## config.mk

```make
export PLATFORM = sky130hd
export DESIGN_NAME = alu3_fitness_sequencer
export DESIGN_NICKNAME = d
export VERILOG_FILES = /design/src/rtl/alu3_fitness_sequencer.sv
export SDC_FILE = /design/constraint.sdc
export NUM_CORES = 1
export LEC_CHECK = 0
export BUFFER_PORTS_ARGS = -buffer_cell sky130_fd_sc_hd__buf_2
export CORE_MARGIN = 5
export CORE_UTILIZATION = 56
export DETAILED_ROUTE_END_ITERATION = 8
export PLACE_DENSITY = 0.83
export SLEW_MARGIN = 15
export SYNTH_ARGS = -nofsm -noshare
export SYNTH_HDL_FRONTEND = slang
export SYNTH_SLANG_ARGS = --single-unit
```

## constraint.sdc

```tcl
create_clock -name clk -period 7.3 [get_ports clk]
set_input_delay 0.73 -clock clk [delete_from_list [all_inputs] [get_ports clk]]
set_output_delay 0.73 -clock clk [all_outputs]
set_load 0.03 [all_outputs]
```

## src/rtl/alu3_fitness_sequencer.sv

```systemverilog
// alu3_fitness_sequencer: sweeps all input vectors into golden and candidate netlists, accumulating masked Hamming error.
module alu3_fitness_sequencer #(
  parameter int NUM_IN = 10,
  parameter int NUM_OUT = 8,
  parameter int SETTLE = 0,
  parameter int ERR_W = 14
) (
  input  logic               clk,
  input  logic               rst_n,
  input  logic               start,
  input  logic [NUM_OUT-1:0] out_mask,
  input  logic [ERR_W-1:0]   err_limit,
  output logic [NUM_IN-1:0]  vec_out,
  input  logic [NUM_OUT-1:0] gold_po,
  input  logic [NUM_OUT-1:0] cand_po,
  output logic               busy,
  output logic               done,
  output logic [ERR_W-1:0]   error_count,
  output logic               perfect,
  output logic               aborted
);
  typedef enum logic [1:0] {IDLE, HOLD, DONE} state_t;
  state_t state;
  logic [3:0] settle_cnt;
  logic [NUM_OUT-1:0] mask, diff;
  logic [ERR_W-1:0] limit, e, err_next;
  logic last, over;
  always_comb begin
    diff = (gold_po ^ cand_po) & mask;
    e = '0;
    for (int i = 0; i < NUM_OUT; i++) e = e + ERR_W'(diff[i]);
    err_next = error_count + e;
    over = err_next > limit;
    last = &vec_out;
  end
  always_ff @(posedge clk) begin
    if (!rst_n) begin
      state <= IDLE;
      settle_cnt <= '0;
      mask <= '0;
      limit <= '0;
      vec_out <= '0;
      busy <= 1'b0;
      done <= 1'b0;
      error_count <= '0;
      perfect <= 1'b0;
      aborted <= 1'b0;
    end else begin
      case (state)
        IDLE: if (start) begin
          mask <= out_mask;
          limit <= err_limit;
          error_count <= '0;
          perfect <= 1'b0;
          aborted <= 1'b0;
          vec_out <= '0;
          settle_cnt <= 4'(SETTLE);
          busy <= 1'b1;
          state <= HOLD;
        end
        HOLD: if (settle_cnt != 4'd0) settle_cnt <= settle_cnt - 4'd1;
        else begin
          error_count <= err_next;
          if (over || last) begin
            // results are registered alongside the done pulse so they are valid with it
            done <= 1'b1;
            busy <= 1'b0;
            perfect <= err_next == '0;
            aborted <= over;
            state <= DONE;
          end else begin
            vec_out <= vec_out + 1'b1;
            settle_cnt <= 4'(SETTLE);
          end
        end
        DONE: begin
          done <= 1'b0;
          state <= IDLE;
        end
        default: state <= IDLE;
      endcase
    end
  end
endmodule

```

==> impl_metrics.env, run 1 <==
export IMPL_cp_end_kind="flip-flop"
export IMPL_htreeDepth=2
export IMPL_slowest_stage="fa_1"
export IMPL_antenna_found_initial=0
export IMPL_vias_per_cell=5.669
export IMPL_period_minus_slack_ps=6305
export IMPL_grt_use_met2_pct=39.76
export IMPL_synth_simple_gate_area_share_pct=26.13
export IMPL_io_buffers=68
export IMPL_vias=3254
export IMPL_max_freq_mhz=158.6
export IMPL_die_h_um=89.55
export IMPL_final_area_um2=4003
export IMPL_cp_common_cell="fa_1"
export IMPL_fin_nets=565
export IMPL_synth_cell_types=50
export IMPL_hpwl_um=6126
export IMPL_cp_top_family="adder cells"
export IMPL_setup_viol=0
export IMPL_hold_viol_final=0
export IMPL_worst_slack_ps=994.9
export IMPL_grt_pass1_vias=3134
export IMPL_ys_seq_area_share_pct=31.64
export IMPL_wl_per_cell_um=14.45
export IMPL_ys_warn_count=0
export IMPL_clock_skew_ps=8.617
export IMPL_drive_above_1_share_pct=17.71
export IMPL_synthesis_nets=510
export IMPL_final_common_cell="nand2_1"
export IMPL_wl_um=8294
export IMPL_status="finished clean"
export IMPL_rsz0062_at_grt="no"
export IMPL_path_class="primary input to flip-flop"
export IMPL_cts_resized=0
export IMPL_grt_max_degree=54
export IMPL_placed_area_um2=3909
export IMPL_drv_slew=0
export IMPL_crit_chain="buf_2 -> xor2_1 -> and2_1 -> fa_1 -> inv_1 -> fa_1 -> inv_1 -> fa_1 -> fa_1 -> inv_1 -> fa_1 -> nand2b_1 -> a2111oi_4 -> nand3_2 -> xnor2_1 -> ha_1 -> nand4_1 -> nor4_1 -> nor2b_1 -> a211oi_2 -> buf_4 -> or4_1 -> a21oi_1"
export IMPL_grt_usage_pct=22.29
export IMPL_ant_nets=0
export IMPL_post_cts_buffers=0
export IMPL_gr_total_overflow=0
export IMPL_synth_main_ff_cell="dfxtp_1"
export IMPL_start_kind="primary input"
export IMPL_avgSynthCellArea_um2=8.035
export IMPL_cts_max_path_buffers=2
export IMPL_worst_path_largest_cell_delay_ps=570
export IMPL_clock_latency_ps=310
export IMPL_ys_async_sr_fraction_pct=0
export IMPL_initial_core_util_pct=56.78
export IMPL_synthAdderAreaFrac_pct=10.95
export IMPL_clkSinkCount=56
export IMPL_cts_tree="yes"
export IMPL_layout_common_cells="71 x nand2_1, 68 x buf_2, 56 x dfxtp_1, 28 x a21boi_0, 27 x inv_1"
export IMPL_ctsRootBufferMaster="clkbuf_8"
export IMPL_gp_congestion=0.9265
export IMPL_holdCritPathClass="flip-flop to flip-flop"
export IMPL_met3_usage_pct=3.410
export IMPL_muxShareOfSynthArea_pct=0.5650
export IMPL_diodes=0
export IMPL_netlist_area_um2=3543
export IMPL_clk_pin_slew_ps=100
export IMPL_syn_to_final_growth_pct=12.96
export IMPL_drt_iter0_drc=187
export IMPL_die_w_um=89.55
export IMPL_synth_top_family_by_area="simple AND/OR/NAND/NOR gates"
export IMPL_core_um2=6241
export IMPL_synth_compound_area_share_pct=20.23
export IMPL_peakVddDrop_uv=110.5
export IMPL_worstPathRequired_ps=7540
export IMPL_critPathBufInv=5
export IMPL_p_per_area_nw_per_um2=174.7
export IMPL_synth_edf_count=0
export IMPL_rrSetupSlack_ps=1360
export IMPL_worst_pin_slew_ps=980.6
export IMPL_first_pass_iters=4
export IMPL_pre_cts_slack_ps=743.5
export IMPL_grt_pass1_wl_um=14100
export IMPL_ys_ff_latch=56
export IMPL_p_leak_nw=1.734
export IMPL_maxCapViolCount=0
export IMPL_fin_crit_sh_pct=86.37
export IMPL_tns_ps=0
export IMPL_cp_max_fo=19
export IMPL_postCtsHoldBufs=0
export IMPL_drc=0
export IMPL_rows=29
export IMPL_busiest_layer="met2"
export IMPL_relSlewSlack_pct=34.63
export IMPL_use_met1_pct=27.98
export IMPL_die_area_um2=8018
export IMPL_synth_xor_area_share_pct=5.191
export IMPL_numCtsBuffers=5
export IMPL_critical_path_arrival_ps=6550
export IMPL_syn_inst=441
export IMPL_ios=69
## synth_stat cells, types with 2 or more instances
master	number	area, µm²
a22oi_1	3	22.52
ha_1	23	287.8
nand3b_1	2	15.01
nor3b_1	6	45.04
dfxtp_1	56	1121
o31ai_1	3	22.52
nor2_1	17	63.81
inv_1	27	101.4
a21boi_0	28	210.2
and3_1	7	43.79
and2_1	16	100.1
a21o_1	4	30.03
or4_1	7	52.55
a21oi_1	22	110.1
nor3_1	4	20.02
clkbuf_1	19	71.32
or2_2	2	12.51
nand3_1	16	80.08
xor2_1	14	122.6
fa_1	5	100.1
nand4_1	11	68.82
or3_1	5	31.28
nand2b_1	3	18.77
xnor2_1	7	61.31
a211oi_1	2	15.01
a211oi_2	2	25.02
buf_2	3	15.01
mux2i_1	2	20.02
o21ai_0	22	110.1
o21bai_1	2	15.01
o211ai_1	3	22.52
nor2b_1	10	62.56
nand2_1	71	266.5
## tightest hold or removal path, stage by stage, from the launching register on
cell and delay, ps:
dfxtp_1 320, nand2_1 40, a21boi_0 70
## worst paths after layout
kind,start,endpoint,depth (start not counted)
worst max-delay path,cand_po[0],vec_out[8],23
worst min-delay path,limit[6],limit[6],2
worst min register to register,limit[6],limit[6],2
worst max register to register,mask[0],vec_out[8],21
## metrics by stage
step	instances	hold WS (ps)	total power [mW]	utilization, %
after floorplan	441	438.8	0.4746	-
after global placement	566	447.4	0.5209	62.63
after detailed placement	566	457.4	0.5282	62.63
after CTS	574	471.0	0.7047	64.13
after global routing	574	491.8	0.7467	64.13
final	574	470.6	0.6993	64.13
## registers in the layout, indices dropped and copies added (netlist names)
register     count
busy             1
settle_cnt       4
state            2
aborted          1
perfect          1
done             1
limit           14
vec_out         10
error_count     14
mask             8
## per-layer routing
layer / vias up / share of wire [%]
met4: 0 / 1.5
met5: - / 0
met2: 99 / 49
met3: 10 / 5.7
li1: 1644 / -
met1: 1501 / 44
## area by class of cell
cell class                 instances  area, µm²
inverter                          27      101.3
multi-input combinational        336       2235
tap                               77      96.34
fill                             559       2238
clock buffer                       7      86.33
timing repair buffer              70      355.3
clock inverter                     1      7.507
sequential                        56       1121
## power breakdown
| group | switching (mW) | leakage, nW | internal (mW) |
|---|---|---|---|
| Sequential | 0.0112 | 0.456 | 0.323 |
| Combinational | 0.120 | 1.23 | 0.0658 |
| Clock | 0.101 | 0.0445 | 0.0774 |
## cells by family (layout without fill, tap and decap cells)
group                      after synthesis  in the layout
buffers and inverters                   49            105
AOI/OAI and AO/OA                      103            103
DFF                                     56             56
muxes                                    2              2
adders and majority gates               28             28
xor gates and xnor gates                21             21
and+or+nand+nor                        182            182
(Power assumes the default switching activity.)
==> inputs of run 2 (changes only) <==
--- a/config.mk
+++ b/config.mk
@@ -5,7 +5,7 @@
 export SDC_FILE = /design/constraint.sdc
 export NUM_CORES = 1
 export LEC_CHECK = 0
-export BUFFER_PORTS_ARGS = -buffer_cell sky130_fd_sc_hd__buf_2
+export BUFFER_PORTS_ARGS = -buffer_cell sky130_fd_sc_hd__buf_4
 export CORE_MARGIN = 5
 export CORE_UTILIZATION = 56
 export DETAILED_ROUTE_END_ITERATION = 8
==> impl_metrics.env, run 2 (same netlist as run 1, synthesis figures left out) <==
export IMPL_ant_nets=0
export IMPL_grt_pass1_wl_um=14330
export IMPL_post_route_util_pct=66.80
export IMPL_final_area_um2=4169
export IMPL_slowest_stage="fa_1"
export IMPL_worstPathRequired_ps=7540
export IMPL_r2r_cells=21
export IMPL_start_kind="primary input"
export IMPL_diodes=0
export IMPL_rrSetupSlack_ps=1240
export IMPL_grt_usage_pct=22.49
export IMPL_peakVddDrop_uv=137.4
export IMPL_crit_chain="buf_4 -> xor2_1 -> and2_1 -> fa_1 -> inv_1 -> fa_1 -> inv_1 -> fa_1 -> fa_1 -> inv_1 -> fa_1 -> nand2b_1 -> a2111oi_4 -> nand3_2 -> xnor2_1 -> ha_1 -> nand4_1 -> nor4_1 -> nor2b_1 -> a211oi_2 -> buf_4 -> or4_1 -> a21oi_1"
export IMPL_core_um2=6241
export IMPL_layout_common_cells="71 x nand2_1, 70 x buf_4, 56 x dfxtp_1, 28 x a21boi_0, 27 x inv_1"
export IMPL_initial_core_util_pct=56.78
export IMPL_syn_to_final_growth_pct=17.66
export IMPL_htreeDepth=2
export IMPL_pwr_share_seq_pct=47.3
export IMPL_die_h_um=89.55
export IMPL_worst_path_largest_cell_delay_ps=580
export IMPL_critical_path_arrival_ps=6660
export IMPL_power_share_switching_pct=32.77
export IMPL_power_internal_mw=0.4765
export IMPL_clock_skew_ps=3.132
export IMPL_drv_slew=0
export IMPL_io_buffers=68
export IMPL_vias_per_cell=5.711
export IMPL_cp_end_kind="flip-flop"
export IMPL_tns_ps=0
export IMPL_maxCapViolCount=0
export IMPL_hold_path_end="mask[3]"
export IMPL_power_frac_comb_pct=27.7
export IMPL_postCtsHoldBufs=0
export IMPL_worst_pin_slew_ps=905.6
export IMPL_first_pass_iters=5
export IMPL_path_class="primary input to flip-flop"
export IMPL_gp_congestion=0.9166
export IMPL_hpwl_um=6392
export IMPL_min_path_cells=2
export IMPL_status="finished clean"
export IMPL_wl_per_cell_um=14.74
export IMPL_cp_common_cell="fa_1"
export IMPL_grt_pass1_vias=3115
export IMPL_post_cts_buffers=0
export IMPL_clkSinkCount=56
export IMPL_fin_crit_sh_pct=88.05
export IMPL_cp_max_fo=19
export IMPL_numCtsBuffers=5
export IMPL_wl_um=8462
export IMPL_drt_iter0_drc=182
export IMPL_vias=3278
export IMPL_hold_viol_final=0
export IMPL_die_w_um=89.55
export IMPL_clk_pin_slew_ps=100
export IMPL_die_area_um2=8018
export IMPL_final_common_cell="nand2_1"
export IMPL_p_per_area_nw_per_um2=170.0
export IMPL_cts_tree="yes"
export IMPL_cts_max_path_buffers=2
export IMPL_hp_start="mask[3]"
export IMPL_fin_nets=565
export IMPL_crit_reg2reg_launch="mask[0]"
export IMPL_cts_resized=0
export IMPL_period_minus_slack_ps=6427
export IMPL_p_leak_nw=1.767
export IMPL_switchingPower_mw=0.2323
export IMPL_ctsRootBufferMaster="clkbuf_8"
export IMPL_pwr_share_clk_pct=25.0
export IMPL_antenna_found_initial=0
export IMPL_max_freq_mhz=155.6
export IMPL_drive_above_1_share_pct=17.51
export IMPL_grt_max_degree=54
export IMPL_setup_viol=0
export IMPL_gr_total_overflow=0
export IMPL_finalPower_mw=0.7087
export IMPL_crit_reg2reg_capture="vec_out[7]"
export IMPL_placed_area_um2=4079
export IMPL_drc=0
export IMPL_reg_top3="error_count (14), limit (14), vec_out (10)"
export IMPL_rsz0062_at_grt="no"
export IMPL_clock_latency_ps=310
export IMPL_rows=29
export IMPL_relSlewSlack_pct=39.63
export IMPL_holdCritPathClass="flip-flop to flip-flop"
export IMPL_ios=69
## run 2: per-layer routing
layer	track usage, %	part of all wire, %	up-vias
met2	38.03	49	100
li1	-	-	1646
met1	28.70	43	1514
met3	4.516	6.1	18
met5	0	0	-
met4	7.037	2.4	0
## run 2: critical path: cells and delay by family
kind	cells	cell delay (ps)
xor+xnor	2	320
fa+ha+maj	6	2580
simple gates	7	1790
compound gates	3	730
buf+inv	5	500
## run 2: cell type report
cell class              instances  area (µm²)
clock buffers                   8       90.09
fillers                       534        2072
inverters                      27       101.3
multi-input cells             336        2235
flip-flops and latches         56        1121
well taps                      77       96.34
repair buffers                 70       525.5
## run 2: power groups by stage
stage	Combinational (mW)	Sequential [mW]	Clock, mW
after global placement	0.189	0.342	0
after floorplan	0.124	0.351	0
after detailed placement	0.197	0.342	0
after global routing	0.222	0.338	0.192
final	0.196	0.335	0.177
after CTS	0.198	0.335	0.179
## run 2: worst max path at each step
stage               startpoint    endpoint
floorplan           cand_po[0]  vec_out[8]
global placement    cand_po[0]  vec_out[7]
detailed placement  cand_po[0]  vec_out[7]
CTS                 cand_po[0]  vec_out[7]
global route        cand_po[0]  vec_out[7]
finish              cand_po[0]  vec_out[7]
## run 2: metrics by stage
stage | hold slack [ps] | setup slack, ps | std cells
floorplan | 438.8 | 1302 | 441
global placement | 447.0 | 871.8 | 566
detailed placement | 452.6 | 571.0 | 566
CTS | 465.9 | 888.8 | 574
global route | 492.2 | 588.8 | 574
finish | 464.2 | 872.7 | 574
